**config.mk**
```make
export PLATFORM = sky130hd
export DESIGN_NAME = param_seq_detector
export DESIGN_NICKNAME = d
export VERILOG_FILES = /design/src/rtl/seq_det_pkg.sv /design/src/rtl/sat_counter.sv /design/src/rtl/param_seq_detector.sv
export SDC_FILE = /design/constraint.sdc
export NUM_CORES = 1
export LEC_CHECK = 0
export ABC_AREA = 0
export CORE_ASPECT_RATIO = 1.5
export CORE_MARGIN = 2
export CORE_UTILIZATION = 53
export CTS_CLUSTER_DIAMETER = 150
export DETAILED_ROUTE_END_ITERATION = 8
export PLACE_DENSITY = 0.79
export SETUP_SLACK_MARGIN = 0.5
export SYNTH_ARGS = -nofsm -noshare
export SYNTH_HDL_FRONTEND = slang
export SYNTH_SLANG_ARGS = --single-unit
```
**constraint.sdc**
```tcl
create_clock -name clk -period 2.6 [get_ports clk]
set_input_delay 0.39 -clock clk [delete_from_list [all_inputs] [get_ports clk]]
set_output_delay 0.39 -clock clk [all_outputs]
set_load 0.01 [all_outputs]
```
**src/rtl/seq_det_pkg.sv**
```systemverilog
// Shared types and defaults for the programmable serial sequence detector.
package seq_det_pkg;

    typedef enum logic {
        ST_CFG = 1'b0,
        ST_RUN = 1'b1
    } state_t;

    localparam int unsigned DEF_PAT_W = 8;
    localparam int unsigned DEF_CNT_W = 8;

endpackage

```
**src/rtl/sat_counter.sv**
```systemverilog
// Saturating up-counter with synchronous clear that takes priority over increment.
module sat_counter #(
    parameter int unsigned     W   = 8,
    parameter logic [W-1:0]    MAX = '1
) (
    input  logic         clk,
    input  logic         reset,
    input  logic         inc,
    input  logic         clr,
    output logic [W-1:0] count
);

    always_ff @(posedge clk or posedge reset) begin
        if (reset) begin
            count <= '0;
        end else if (clr) begin
            count <= '0;
        end else if (inc && (count != MAX)) begin
            count <= count + W'(1);
        end
    end

endmodule

```
**src/rtl/param_seq_detector.sv**
```systemverilog
// Run-time programmable serial bit-sequence detector with match pulse and
// saturating match counter.
module param_seq_detector
    import seq_det_pkg::*;
#(
    parameter int unsigned  PAT_W = DEF_PAT_W,
    parameter int unsigned  CNT_W = DEF_CNT_W,
    localparam int unsigned LEN_W = $clog2(PAT_W + 1)
) (
    input  logic             clk,
    input  logic             reset,
    input  logic             x,
    input  logic             x_valid,
    input  logic             load,
    input  logic [PAT_W-1:0] pattern,
    input  logic [LEN_W-1:0] pat_len,
    input  logic             overlap_en,
    input  logic             cnt_clr,
    output logic             z,
    output logic [CNT_W-1:0] match_count,
    output logic             armed
);

    state_t           state_q;
    state_t           state_d;
    logic [PAT_W-1:0] pat_q;
    logic [PAT_W-1:0] sr_q;
    logic [PAT_W-1:0] sr_next_c;
    logic [PAT_W-1:0] mask_c;
    logic [LEN_W-1:0] len_q;
    logic [LEN_W-1:0] len_clamp_c;
    logic [LEN_W-1:0] fill_q;
    logic             ovl_q;
    logic             shift_c;
    logic             fill_ok_c;
    logic             match_c;
    logic             fill_clr_c;

    // Next-state decode: a zero-length load disarms, any other load (re)arms.
    always_comb begin
        state_d = state_q;
        if (load) begin
            state_d = (pat_len != '0) ? ST_RUN : ST_CFG;
        end
    end

    always_ff @(posedge clk or posedge reset) begin
        if (reset) begin
            state_q <= ST_CFG;
            armed   <= 1'b0;
        end else begin
            state_q <= state_d;
            armed   <= (state_d == ST_RUN);
        end
    end

    assign len_clamp_c = (pat_len > LEN_W'(PAT_W)) ? LEN_W'(PAT_W) : pat_len;

    always_ff @(posedge clk or posedge reset) begin
        if (reset) begin
            pat_q <= '0;
            len_q <= '0;
            ovl_q <= 1'b0;
        end else if (load) begin
            pat_q <= pattern;
            len_q <= len_clamp_c;
            ovl_q <= overlap_en;
        end
    end

    // A load on the same edge as a valid bit discards that bit.
    assign shift_c   = (state_q == ST_RUN) && x_valid && !load;
    assign sr_next_c = {sr_q[PAT_W-2:0], x};
    assign mask_c    = ~({PAT_W{1'b1}} << len_q);
    assign fill_ok_c = ((LEN_W+1)'(fill_q) + (LEN_W+1)'(1)) >= (LEN_W+1)'(len_q);
    assign match_c   = shift_c && fill_ok_c && (((sr_next_c ^ pat_q) & mask_c) == '0);

    always_ff @(posedge clk or posedge reset) begin
        if (reset) begin
            sr_q <= '0;
            z    <= 1'b0;
        end else begin
            z <= match_c;
            if (load) begin
                sr_q <= '0;
            end else if (shift_c) begin
                sr_q <= sr_next_c;
            end
        end
    end

    // Non-overlap mode restarts the fill so the next match needs len fresh bits.
    assign fill_clr_c = load || (match_c && !ovl_q);

    sat_counter #(
        .W   (LEN_W),
        .MAX (LEN_W'(PAT_W))
    ) u_fill_cnt (
        .clk   (clk),
        .reset (reset),
        .inc   (shift_c),
        .clr   (fill_clr_c),
        .count (fill_q)
    );

    sat_counter #(
        .W   (CNT_W),
        .MAX ({CNT_W{1'b1}})
    ) u_match_cnt (
        .clk   (clk),
        .reset (reset),
        .inc   (match_c),
        .clr   (cnt_clr),
        .count (match_count)
    );

endmodule

```
==> reports/qor.yml <==
run_status:
  status: "complete, no violations"
yosys:
  yosys_warnings: 0
  synth_enable_flop_cells: 0
  ys_seq_area_share_pct: 47.7
  avgSynthCellArea_um2: 10.2
  async_flop_share_pct: 100
  synth.distinct_cells: 35
  synth_nets: 201
  synth-seq-cells: 34
  syn-cell-area_mm2: 0.00179
  synth_cells: 175
  ys.flop_type: "dfrtp_1"
critical_path:
  critPathBufInv: 1
  cp_slowest_cell: "dfrtp_2"
  r2r_cells: 9
  crit_family: "compound AO/OA/AOI/OAI gates"
  crit_chain: "ha_4 -> xor2_2 -> ha_1 -> o21ai_2 -> o21ai_2 -> nand3_4 -> buf_4 -> o31ai_1 -> a21oi_2"
  cpMostUsedCell: "o21ai_2"
  end_kind: "register"
  critPathLaunch: "u_fill_cnt.count[1]"
  cp.required_ns: 2.77
  critPathMaxStageDelay_ns: 0.46
  r2r-start: "u_fill_cnt.count[1]"
  rrSetupSlack_ns: 0.44
  critPathLaunchType: "register"
  reg2reg_to: "u_match_cnt.count[6]"
  worstPathArrival_ns: 2.34
  cp_max_fo: 8
  crit_type: "reg -> reg"
job:
  maxCapViolCount: 0
global_routing:
  grt_overflow: 0
  antenna_found_initial: 0
  grt_pass1_wl_mm: 6.51
  grt_max_degree: 35
  grt_pass1_vias: 1526
  grtUsageTotal_pct: 23.0
timing:
  slew_viol_final: 0
  tightest_slew_ns: 0.424
  finalHoldViolations: 0
  period_needed_ns: 2.16
  min_period_over_period_pct: 83.2
  hold_ws_ns: 0.482
  rsz0062_at_grt: "true"
  relSlewSlack_pct: 71.7
  fmax_mhz: 462
  setup_viol: 0
  setup-tns-final_ns: 0
  setup_ws_ns: 0.437
  finClkSkew_ns: 0.0126
finish:
  nNetsFinal: 240
  drive_above_1_share_pct: 24.2
  area_delta_synth_final_pct: 32.6
  stdcell_count: 255
  antenna-diode-count: 0
  final_util_pct: 74.2
  fill_cells: 224
  design_area_mm2: 0.00237
power:
  finalPower_mw: 1.18
  leakagePower_nw: 0.947
  worst_ir_drop_vdd_mv: 0.478
  power_density_mw_per_mm2: 498
routing:
  wl_mm: 4.01
  drt_first_pass_iters: 4
  dr_total_vias: 1455
  drcViolationCount: 0
  ant_nets: 0
  wl_per_cell_um: 15.7
  viasPerCell: 5.71
  first_iter_violations: 43
floorplan:
  dieWidth_um: 51.4
  die_y_um: 75.1
  start_util_pct: 56.0
  io_pins: 29
  die-area_mm2: 0.00386
  core_mm2: 0.00319
  row_count: 25
placement:
  dp.cells: 240
  port-buffer-count: 28
  place_ws_ns: 0.155
  place_area_mm2: 0.00211
  routabilityCongestion: 0.886
  dp_hpwl_mm: 2.71
cts:
  clock-sinks: 34
  cts_hold_buffers: 0
  clockBufferDepth: 2
  clkTransAtPathRegs_ns: 0.07
  cts_tree: "built"
  clk_latency_ns: 0.29
  cts_buffers: 5
  ctsRootBufferMaster: "clkbuf_8"
  cts_max_level: 2
min_path:
  hp-class: "in -> async"
## timing repair
action / CTS / global route
pin swaps: 8 / 12
endpoints found under the setup margin: 11 / 11
setup buffers: 6 / 1
gates resized for setup: 10 / 16
## flip-flops by register name, indices dropped and copies added, names as in the netlist
register and flops:
sr_q 7, u_fill_cnt.count 4, len_q 4, u_match_cnt.count 8, z 1, pat_q 8
ovl_q 1, state_q 1
## area by class of cell
type	count	area (µm²)	area share, %
clock buffers	7	86.3	3.65
clock inverters	1	5.00	0.211
inverters	7	26.3	1.11
multi-input cells	127	980	41.4
flip-flops and latches	34	853	36.0
well taps	40	50.0	2.11
repair buffers	39	367	15.5
## worst max path at each step
stage,depth (start not counted),to
finish,9,u_match_cnt.count[6]
global placement,7,u_match_cnt.count[6]
global route,9,u_match_cnt.count[6]
floorplan,9,u_match_cnt.count[3]
detailed placement,7,u_match_cnt.count[6]
CTS,8,u_match_cnt.count[6]
## logic make-up (layout without fill, tap and decap cells)
group	after synthesis	count (layout)	synth area share, %
simple gates	59	59	18.8
compound gates	36	36	11.2
flops	34	34	47.7
xor+xnor	14	14	6.87
buf+inv	14	54	3.78
mux	11	11	6.80
fa+ha+maj	7	7	4.91
## metal layers
layer | vias to the layer above | share of wire [%] | GRT usage, %
met5 | - | 0 | 0
li1 | 701 | - | -
met4 | 0 | 1.8 | 12.9
met2 | 47 | 56 | 42.0
met1 | 699 | 38 | 23.2
met3 | 8 | 4.6 | 6.15
## report_power, final
part	leakage (nW)	switching, mW	total [mW]	internal, mW
registers	0.440	0.0258	0.579	0.553
logic	0.459	0.0940	0.197	0.103
clock network	0.0482	0.189	0.402	0.213
total	0.947	0.308	1.18	0.870
## worst reg2reg max path: stages (launching register included)
cell     delay (ns)
dfrtp_2        0.46
ha_4           0.19
xor2_2         0.14
ha_1           0.30
o21ai_2        0.06
o21ai_2        0.22
nand3_4        0.14
buf_4          0.18
o31ai_1        0.27
a21oi_2        0.09
## cell usage after synthesis (3+ instances only)
library cell / count / area share [%]
nor3_1: 4 / 1.1
o21ai_0: 8 / 2.2
ha_1: 7 / 4.9
a21oi_1: 17 / 4.8
xnor2_1: 10 / 4.9
dfrtp_1: 34 / 48
nand3_1: 12 / 3.4
xor2_1: 4 / 2.0
and4_1: 3 / 1.5
nand4_1: 3 / 1.1
nand2_1: 15 / 3.2
or3_1: 4 / 1.4
mux2_2: 9 / 5.7
nor2_1: 6 / 1.3
inv_1: 7 / 1.5
o22ai_1: 5 / 1.8
## cells in the final DEF (no fill, tap or decap), types with 2 or more instances in the layout
cell type and instances:
a21oi_1 15, a21oi_2 2, a31oi_1 2, and3_1 2, and4_1 3, buf_4 10, clkbuf_8 6, clkdlybuf4s50_1 28
dfrtp_1 32, dfrtp_2 2, ha_1 4, ha_4 3, inv_1 5, inv_2 2, mux2_2 9, mux2i_1 2
nand2_1 15, nand3_1 11, nand4_1 3, nor2_1 6, nor3_1 4, o21ai_0 4, o21ai_1 2, o21ai_2 3
o22ai_1 5, or3_1 2, or3_4 2, xnor2_1 10, xor2_1 2, xor2_2 2
Power figures use the tool's default switching activity.
